$ cat config.mk
export PLATFORM = sky130hd
export DESIGN_NAME = fetch_stage
export DESIGN_NICKNAME = d
export VERILOG_FILES = /design/src/rtl/riscv_pkg.sv /design/src/rtl/fetch_queue.sv /design/src/rtl/fetch_stage.sv
export SDC_FILE = /design/constraint.sdc
export NUM_CORES = 1
export LEC_CHECK = 0
export BUFFER_PORTS_ARGS = -buffer_cell sky130_fd_sc_hd__buf_2
export CORE_ASPECT_RATIO = 1.4
export CORE_MARGIN = 5
export CORE_UTILIZATION = 45
export DETAILED_ROUTE_END_ITERATION = 8
export HOLD_SLACK_MARGIN = 0.05
export PLACE_DENSITY = 0.65
export SYNTH_ARGS = -nofsm -noshare
export SYNTH_HDL_FRONTEND = slang
export SYNTH_SLANG_ARGS = --single-unit
$ cat constraint.sdc
create_clock -name clk -period 15.05 [get_ports clk]
set_input_delay 0 -clock clk [delete_from_list [all_inputs] [get_ports clk]]
set_output_delay 0 -clock clk [all_outputs]
set_load 0.005 [all_outputs]
$ cat src/rtl/riscv_pkg.sv
// Shared RV32 constants and fetch-side types.
//   XLEN, NOP_INSTR, RESET_PC_DEFAULT : machine width, bubble encoding, boot PC
//   OP_*                              : base opcode constants (shared with the main decoder)
//   fetch_entry_t                     : buffered {instr, pc} pair
//   dec_src_e                         : what the decode register loads on an edge
//   pc_next()                         : sequential PC, wraps modulo 2^XLEN
package riscv_pkg;

   localparam int          XLEN             = 32;
   localparam logic [31:0] NOP_INSTR        = 32'h0000_0013;
   localparam logic [31:0] RESET_PC_DEFAULT = 32'h0000_0000;

   localparam logic [6:0] OP_LOAD   = 7'b0000011;
   localparam logic [6:0] OP_OP_IMM = 7'b0010011;
   localparam logic [6:0] OP_AUIPC  = 7'b0010111;
   localparam logic [6:0] OP_STORE  = 7'b0100011;
   localparam logic [6:0] OP_OP     = 7'b0110011;
   localparam logic [6:0] OP_LUI    = 7'b0110111;
   localparam logic [6:0] OP_BRANCH = 7'b1100011;
   localparam logic [6:0] OP_JALR   = 7'b1100111;
   localparam logic [6:0] OP_JAL    = 7'b1101111;

   typedef struct packed {
      logic [XLEN-1:0] instr;
      logic [XLEN-1:0] pc;
   } fetch_entry_t;

   typedef enum logic [1:0] {
      DSRC_BUBBLE,
      DSRC_HOLD,
      DSRC_QUEUE,
      DSRC_BYPASS
   } dec_src_e;

   function automatic logic [XLEN-1:0] pc_next(input logic [XLEN-1:0] pc);
      return pc + XLEN'(4);
   endfunction

endpackage

$ cat src/rtl/fetch_queue.sv
// Parameterised-depth synchronous FIFO with push/pop/clear.
//   clk, reset         : clock, asynchronous active-high reset
//   push, push_data    : write one entry (dropped only if full and not popping)
//   pop                : retire the head entry (ignored when empty)
//   clear              : empty the FIFO, overrides push/pop
//   head_data, count   : current head entry and occupancy
module fetch_queue #(
   parameter  int DEPTH = 2,
   parameter  int WIDTH = 64,
   localparam int CW    = $clog2(DEPTH + 1),
   localparam int PW    = (DEPTH > 1) ? $clog2(DEPTH) : 1
) (
   input  logic             clk,
   input  logic             reset,
   input  logic             push,
   input  logic [WIDTH-1:0] push_data,
   input  logic             pop,
   input  logic             clear,
   output logic [WIDTH-1:0] head_data,
   output logic [CW-1:0]    count
);

   logic [WIDTH-1:0] mem_q [DEPTH];
   logic [WIDTH-1:0] mem_d [DEPTH];
   logic [PW-1:0]    rd_ptr_q, rd_ptr_d;
   logic [PW-1:0]    wr_ptr_q, wr_ptr_d;
   logic [CW-1:0]    count_q, count_d;
   logic             do_push, do_pop;

   // Pointers wrap explicitly so non-power-of-two depths work.
   function automatic logic [PW-1:0] ptr_inc(input logic [PW-1:0] p);
      return (p == PW'(DEPTH - 1)) ? '0 : p + PW'(1);
   endfunction

   always_comb begin
      do_pop   = pop && (count_q != '0);
      do_push  = push && ((count_q != CW'(DEPTH)) || do_pop);
      mem_d    = mem_q;
      rd_ptr_d = rd_ptr_q;
      wr_ptr_d = wr_ptr_q;
      count_d  = count_q;
      if (clear) begin
         rd_ptr_d = '0;
         wr_ptr_d = '0;
         count_d  = '0;
      end else begin
         if (do_push) begin
            mem_d[wr_ptr_q] = push_data;
            wr_ptr_d        = ptr_inc(wr_ptr_q);
         end
         if (do_pop) begin
            rd_ptr_d = ptr_inc(rd_ptr_q);
         end
         count_d = count_q + CW'(do_push) - CW'(do_pop);
      end
   end

   always_ff @(posedge clk or posedge reset) begin
      if (reset) begin
         for (int i = 0; i < DEPTH; i++) begin
            mem_q[i] <= '0;
         end
         rd_ptr_q <= '0;
         wr_ptr_q <= '0;
         count_q  <= '0;
      end else begin
         mem_q    <= mem_d;
         rd_ptr_q <= rd_ptr_d;
         wr_ptr_q <= wr_ptr_d;
         count_q  <= count_d;
      end
   end

   assign head_data = mem_q[rd_ptr_q];
   assign count     = count_q;

endmodule

$ cat src/rtl/fetch_stage.sv
// Instruction fetch stage: issues word-aligned fetches under a credit limit,
// pairs in-order responses with their PCs, buffers them and feeds the decode
// register. Redirects flush the buffer and drop responses still in flight.
//   clk, reset                       : clock, asynchronous active-high reset
//   imem_req/addr/gnt                : request channel (req and addr hold until gnt)
//   imem_rvalid/rdata                : in-order response channel
//   StallD, FlushD                   : hold / bubble the decode register
//   PCSrcE, PCTargetE                : redirect from execute
//   InstrD, PCD, PCPlus4D, ValidD    : decode register outputs
//   BubbleCnt (FETCH_PERF_EN only)   : saturating count of bubbles entering decode
//
// Decode register source, chosen each edge:
//   dec_src      | meaning
//   DSRC_BUBBLE  | redirect, flush, or nothing available: load NOP, ValidD=0
//   DSRC_HOLD    | StallD: keep the current instruction
//   DSRC_QUEUE   | load the oldest buffered response
//   DSRC_BYPASS  | queue empty: load this cycle's response directly
module fetch_stage
   import riscv_pkg::*;
#(
   parameter logic [31:0] RESET_PC  = RESET_PC_DEFAULT,
   parameter int          MAX_OUTST = 2
) (
   input  logic        clk,
   input  logic        reset,
   output logic        imem_req,
   output logic [31:0] imem_addr,
   input  logic        imem_gnt,
   input  logic        imem_rvalid,
   input  logic [31:0] imem_rdata,
   input  logic        StallD,
   input  logic        FlushD,
   input  logic        PCSrcE,
   input  logic [31:0] PCTargetE,
   output logic [31:0] InstrD,
   output logic [31:0] PCD,
   output logic [31:0] PCPlus4D,
   output logic        ValidD
`ifdef FETCH_PERF_EN
   ,
   output logic [31:0] BubbleCnt
`endif
);

   localparam int CW = $clog2(MAX_OUTST + 1);

   logic [31:0]   pcf_q, pcf_d;
   logic [31:0]   instr_q, instr_d;
   logic [31:0]   pcd_q, pcd_d;
   logic          valid_q, valid_d;
   logic [CW-1:0] disc_q, disc_d;

   logic [CW-1:0] ost_cnt, rq_cnt;
   logic [31:0]   ost_pc;
   logic [31:0]   target_aligned;
   fetch_entry_t  rq_head, rq_push_data;
   logic [CW:0]   in_use;
   logic          fire, resp_keep, rq_push, rq_pop;
   dec_src_e      dec_src;

   // Requests outstanding plus responses buffered may never exceed the queue
   // depth, so every response that arrives always has a slot.
   assign in_use    = {1'b0, ost_cnt} + {1'b0, rq_cnt};
   assign imem_req  = ~reset & ~PCSrcE & (in_use < (CW + 1)'(MAX_OUTST));
   assign imem_addr = pcf_q;
   assign fire      = imem_req & imem_gnt;

   // Stale responses (pre-redirect) are dropped; so is one landing in the redirect cycle.
   assign resp_keep      = imem_rvalid & ~PCSrcE & (disc_q == '0);
   assign target_aligned = PCTargetE & ~32'h3;

   always_comb begin
      if (PCSrcE || FlushD)   dec_src = DSRC_BUBBLE;
      else if (StallD)        dec_src = DSRC_HOLD;
      else if (rq_cnt != '0)  dec_src = DSRC_QUEUE;
      else if (resp_keep)     dec_src = DSRC_BYPASS;
      else                    dec_src = DSRC_BUBBLE;
   end

   assign rq_pop       = (dec_src == DSRC_QUEUE);
   assign rq_push      = resp_keep && (dec_src != DSRC_BYPASS);
   assign rq_push_data = '{instr: imem_rdata, pc: ost_pc};

   fetch_queue #(.DEPTH(MAX_OUTST), .WIDTH(32)) u_ost_fifo (
      .clk       (clk),
      .reset     (reset),
      .push      (fire),
      .push_data (pcf_q),
      .pop       (imem_rvalid),
      .clear     (1'b0),
      .head_data (ost_pc),
      .count     (ost_cnt)
   );

   fetch_queue #(.DEPTH(MAX_OUTST), .WIDTH($bits(fetch_entry_t))) u_resp_queue (
      .clk       (clk),
      .reset     (reset),
      .push      (rq_push),
      .push_data (rq_push_data),
      .pop       (rq_pop),
      .clear     (PCSrcE),
      .head_data (rq_head),
      .count     (rq_cnt)
   );

   always_comb begin
      pcf_d = pcf_q;
      if (PCSrcE)    pcf_d = target_aligned;
      else if (fire) pcf_d = pc_next(pcf_q);

      // The PC FIFO is never cleared; everything left in it after a redirect is stale.
      disc_d = disc_q;
      if (PCSrcE)
         disc_d = ost_cnt - CW'(imem_rvalid && (ost_cnt != '0));
      else if (imem_rvalid && (disc_q != '0))
         disc_d = disc_q - CW'(1);

      instr_d = instr_q;
      pcd_d   = pcd_q;
      valid_d = valid_q;
      case (dec_src)
         DSRC_QUEUE: begin
            instr_d = rq_head.instr;
            pcd_d   = rq_head.pc;
            valid_d = 1'b1;
         end
         DSRC_BYPASS: begin
            instr_d = imem_rdata;
            pcd_d   = ost_pc;
            valid_d = 1'b1;
         end
         DSRC_BUBBLE: begin
            instr_d = NOP_INSTR;
            valid_d = 1'b0;
         end
         default: ;
      endcase
   end

   always_ff @(posedge clk or posedge reset) begin
      if (reset) begin
         pcf_q   <= RESET_PC;
         instr_q <= NOP_INSTR;
         pcd_q   <= RESET_PC;
         valid_q <= 1'b0;
         disc_q  <= '0;
      end else begin
         pcf_q   <= pcf_d;
         instr_q <= instr_d;
         pcd_q   <= pcd_d;
         valid_q <= valid_d;
         disc_q  <= disc_d;
      end
   end

   assign InstrD   = instr_q;
   assign PCD      = pcd_q;
   assign PCPlus4D = pc_next(pcd_q);
   assign ValidD   = valid_q;

`ifdef FETCH_PERF_EN
   logic [31:0] bubble_cnt_q, bubble_cnt_d;

   always_comb begin
      bubble_cnt_d = bubble_cnt_q;
      if (!valid_d && !StallD && (bubble_cnt_q != 32'hFFFF_FFFF))
         bubble_cnt_d = bubble_cnt_q + 32'd1;
   end

   always_ff @(posedge clk or posedge reset) begin
      if (reset) bubble_cnt_q <= '0;
      else       bubble_cnt_q <= bubble_cnt_d;
   end

   assign BubbleCnt = bubble_cnt_q;
`endif

endmodule

Yosys cells after proc, flatten, opt, wreduce, memory -nomap -nowiden
Cells that the tools add are included.

Mux-type cells: 32. Magnitude comparators: 7. Equal/unequal tests: 5. Reduce and logical (&&, ||, !) cells: 25. Bitwise logic cells: 11. Add/sub/neg operators: 13.

Operators with widths (count): $mux 64 (4); $mux 32 (6); $bwmux 128 (1); $pmux 32 s3 (1); $add 32x3->32 const B (2); $bwmux 64 (1); $demux 64 s1 (1); $pmux 32 s2 (1); $demux 32 s1 (1); $reduce_bool 2->1 (9); $mux 2 (7); $ge 2x2->1 const B (4); $logic_and 1x1->1 (8); $mux 1 (8); $not 1->2 (4); $ne 2x2->1 const B (3); $sub 2x1->2 (3); $and 1x1->1 (5); $add 1x1->1 const B (4); $add 2x1->2 (2); $eq 2x2->1 const B (2); $logic_not 2->1 (2); $lt 2x1->1 const B (2); $add 2x2->3 (1); 8 further kinds (11).

Output and inout port bits: 130. Logic and storage cells: 108. Input bits: 71. Bits in registers: 299.

Depth between registers and ports, before layout
Depth in word-level cells: 14. Depth in mapped cells: 15. Depth with buffers taken out: 13.

By module
From an unflattened synthesis, not the netlist that was laid out.

Cell total of the unflattened synthesis: 1206. Area total of the unflattened synthesis: 14834.2 sq um.

By module, submodules not included: fetch_queue at u_resp_queue (times used 1, area each 5973.2 sq um, seq. area each 3303.2 sq um, cells each 364); fetch_stage (times used 1, area each 5760.5 sq um, seq. area each 2431.1 sq um, cells each 648); fetch_queue at u_ost_fifo (times used 1, area each 3100.5 sq um, seq. area each 1701.6 sq um, cells each 194).

Least setup slack after synthesis
Ideal clock, no wire load.

Path type: reg-to-reg. Start: register disc_q[0]. End: register u_resp_queue.mem_q[102] (netlist name). Required time: 14.925 ns. Data arrival time: 2.858 ns. Buffers on the path: 3. Cell stages (with the launch flop): 13. Setup time: 0.125 ns. Clock period less this slack: 2.983 ns. Slack: 12.067 ns. Cell sequence: dfrtp_1 -> inv_1 -> ha_1 -> nand3b_1 -> a2111o_1 -> inv_1 -> ha_1 -> clkbuf_1 -> nor3b_1 -> nor4_1 -> clkbuf_1 -> buf_2 -> mux2_2.

Longest elaborated chain between the ends: 11. Elaborated cells on any way between the ends: 13. Those cells by class: eq/ne: 2; mux: 4; bitwise: 1; reduce/logical: 6.

RTL lines: start, declared (line fetch_stage.sv:51) `logic [CW-1:0] disc_q, disc_d;`; start signal, assigned (line fetch_stage.sv:152) `disc_q <= disc_d;`; $logic_not 2->1 * (line fetch_stage.sv:69) `assign resp_keep = imem_rvalid & ~PCSrcE & (disc_q == '0);`; $and 1x1->1 * (line fetch_stage.sv:69); $mux 2 (line fetch_stage.sv:76) `else if (resp_keep) dec_src = DSRC_BYPASS;`; $mux 2 (line fetch_stage.sv:75) `else if (rq_cnt != '0) dec_src = DSRC_QUEUE;`; $mux 2 (line fetch_stage.sv:74) `else if (StallD) dec_src = DSRC_HOLD;`; $mux 2 (line fetch_stage.sv:73) `if (PCSrcE || FlushD) dec_src = DSRC_BUBBLE;`; $eq 2x2->1 (line fetch_stage.sv:80) `assign rq_pop = (dec_src == DSRC_QUEUE);`; $logic_and 1x1->1 (line fetch_queue.sv:36) `do_pop = pop && (count_q != '0);`; $logic_or 1x1->1 (line fetch_queue.sv:37) `do_push = push && ((count_q != CW'(DEPTH)) || do_pop);`; $logic_and 1x1->1 * (line fetch_queue.sv:37); $reduce_and 2->1 (no line) *; end signal, assigned (line fetch_queue.sv:67) `mem_q <= mem_d;`; end, declared (line fetch_queue.sv:23) `logic [WIDTH-1:0] mem_q [DEPTH];`.

Every way passes the cells marked *; elsewhere a longest branch is shown, timed or not. A chain may end at the register's enable or synchronous reset.

Worst setup path after layout
Start: register disc_q[0]. End: register u_resp_queue.mem_q[48] (netlist name).

Same word-level chain as after synthesis.

==> metrics.txt <==
Post-CTS Setup Inserts=0; Fin. Hold Viols=0; largest net degree at the start of global routing=140; Max-Slew Margin vs Limit=26.3%; core box area=0.0298 mm^2; Seq/Total Area, Yosys=53.0%; WP data required=15.46 ns; Starting Density=45.4%; Slew Limit Fails=0; post-synthesis async set-or-reset flop share=100%; clk sink count=287; Die Wd=157 um; endpoints failing setup=0; drt initial violations=436; area delta synth->final=21.4%; status=finished clean; Setup Skew=0.0127 ns; H-tree lvl count=1; first-pass GRT wire length=53200 um; synth top area cells=dfrtp_1 52%, mux2_2 11%, mux2i_1 8.4%, nand2_1 3.8%, o21ai_0 3.7%; n_diodes=0; latest clock arrival within the worst-skew pair=0.53 ns; Synthesis Warnings=0; CTS Buf Count=29; FP Rows=75; Fmax achieved=0.234 GHz; largest area contributor in the netlist=dfrtp_1; Via Count=10200; fin crit share=28.4%; Mean Syn Cell Area=10.9 um^2; WHS=0.137 ns; Die Y-Extent=215 um; post-route ant nets=0; post-synth cell types=51; drt drc=0; Max IR drop VDD=0.000116 V; PwrDens=168 mW/mm^2; Worst Setup SP=disc_q[0]; root buf cell=clkbuf_16; Post-Syn Area=0.0136 mm^2; main flop type after synthesis=dfrtp_1; Via density=5.43; final worst slack=10.77 ns; Total GRT Usage=19.0%; Final Routed Wirelength=32100 um; critical path class=reg -> reg; RSZ-0062 raised after global routing=no; xor/xnor share of the synthesized area=2.39%; FF+latch count, synth=287; Setup Slack @ Placement=10.71 ns; Hold Path Class=in -> reg; Synth top area share=52.4%; CTS tree=yes; Least-Margin Pin Slew=1.11 ns; adder-cell share of the synthesized area=1.16%; Crit. End Element=register; minimum clock period=4.28 ns; R2R Setup Slk=10.77 ns; die area=0.0337 mm^2; critical path arrival=4.69 ns; Syn Inst Count=1249; Port Buf Inserts=192; number of synthesized flops with an enable pin=0; vias in the first global route=10400; layout cell share with drive strength beyond 1=26.2%; deepest clock path buffer count=3; largest family of logic cells by synthesized area=multiplexers; Post-Synth Simple-Gate Area=11.4%; Reg-to-Reg Start=disc_q[0]; CP endpoint=u_resp_queue.mem_q[48]; GRT overflow=0; max-cap violations=0; Leakage=7.35 nW; compound-gate portion of the synthesized area=9.82%; GP Congestion=0.836; clk slew on worst S/H paths=0.06 ns; wire length per cell=17.1 um; setup_tns=0 ns; R2R depth=10; NumNets Final=1559; Boundary Pins=201; reg2reg end=u_resp_queue.mem_q[48]; antenna violations before repair=2; Critical Path Source Type=register; detailed placement HPWL=20500 um; router iterations before antenna repair=5; critical path fanouts, max=92; mux share of post-synthesis cell area=19.0%
-- report_power, final --
part	leakage, nW	internal, mW	switching (mW)
logic	3.28	0.410	0.366
registers	3.62	1.07	0.231
clock network	0.451	0.398	0.289
total	7.35	1.88	0.886
-- Yosys cell counts, types with 4 or more instances --
cell type	n
and2_1	4
inv_1	18
a22oi_1	6
nand3_1	31
mux2_2	128
xnor2_1	30
a31oi_1	21
ha_1	11
o311ai_0	12
nand4_1	13
buf_2	7
mux2i_1	114
o211ai_1	13
a21oi_1	62
buf_4	6
xor2_1	7
clkbuf_1	68
nor2_1	90
buf_1	8
and4_1	8
a221o_1	4
and3_1	14
nor3_1	5
or4_1	6
nand2_1	139
o21ai_0	99
dfrtp_1	284
nor4_1	6
-- metal layers --
layer	track usage (%)	vias to the layer above	share of wire (%)	routed length, um
li1	-	4880	-	-
met2	32.4	249	49	15700
met5	0	-	0.084	27
met1	25.0	5025	43	13900
met4	5.64	4	2.5	788
met3	2.95	58	5.1	1630
-- cell usage in the layout (no fill, tap or decap), drive strengths merged, types with 14 or more instances in the layout --
cell and n:
o21ai 100, nor2 90, dfrtp 284, nand3 31, clkbuf 45, nand2 139, and3 14, dlygate4sd3 73
mux2i 114, xnor2 30, buf 207, inv 18, mux2 128, a21oi 62, a31oi 21
-- flip-flops by register name, summed over array words and instances (netlist names) --
name                   cells
InstrD                    32
disc_q                     2
u_ost_fifo.rd_ptr_q        1
imem_addr                 30
u_resp_queue.count         2
u_ost_fifo.count           2
PCD                       30
u_resp_queue.mem_q       124
u_resp_queue.wr_ptr_q      1
u_ost_fifo.wr_ptr_q        1
u_ost_fifo.mem_q          60
ValidD                     1
u_resp_queue.rd_ptr_q      1
-- critical path, cell delays in order (launching register included) --
cell and delay (ns):
dfrtp_1 0.38, inv_1 0.06, ha_1 0.15, nand3b_1 0.16
a2111o_1 0.47, inv_1 0.13, ha_2 0.91, nor3b_1 0.16
nor3_1 0.49, nand2_4 0.67, mux2_2 0.52
-- worst min path at each step --
stage,depth (start not counted),to,start
after floorplan,1,imem_req,reset
after global placement,3,imem_addr[4],PCTargetE[4]
after detailed placement,3,imem_addr[8],PCTargetE[8]
after CTS,4,ValidD,FlushD
after global routing,4,ValidD,FlushD
final,4,ValidD,FlushD
-- stage by stage --
| step | std cells | util [%] | total power, mW | area (um^2) |
|---|---|---|---|---|
| 5_1_grt | 1883 | 55.1 | 2.97 | 16500 |
| 6_report | 1883 | 55.1 | 2.77 | 16500 |
| 3_5_place_dp | 1757 | 49.6 | 2.08 | 14800 |
| 4_1_cts | 1883 | 55.1 | 2.80 | 16500 |
| 2_1_floorplan | 1254 | - | 1.79 | 13600 |
| 3_3_place_gp | 1757 | 49.6 | 2.04 | 14800 |
-- cell type report --
class | count | area (um^2)
multi-input combinational | 860 | 5990
clock inverter | 8 | 76.3
clock buffer | 45 | 836
sequential | 287 | 7190
tap | 385 | 482
inverter | 18 | 75.1
timing repair buffer | 280 | 1800
fill | 2602 | 13400
-- cell families after synthesis --
group / count (synthesis)
AO/OA/AOI/OAI: 230
XOR/XNOR: 37
adder cells (fa/ha/maj): 12
buffers and inverters: 107
flip-flops: 287
multiplexers: 242
other: 1
AND/OR/NAND/NOR: 333
-- repair_timing --
action / in CTS / in global routing
hold buffers: 73 / 0
gates resized for setup: 0 / 0
hold endpoints to repair: 268 / 0
(Power assumes the default switching activity.)
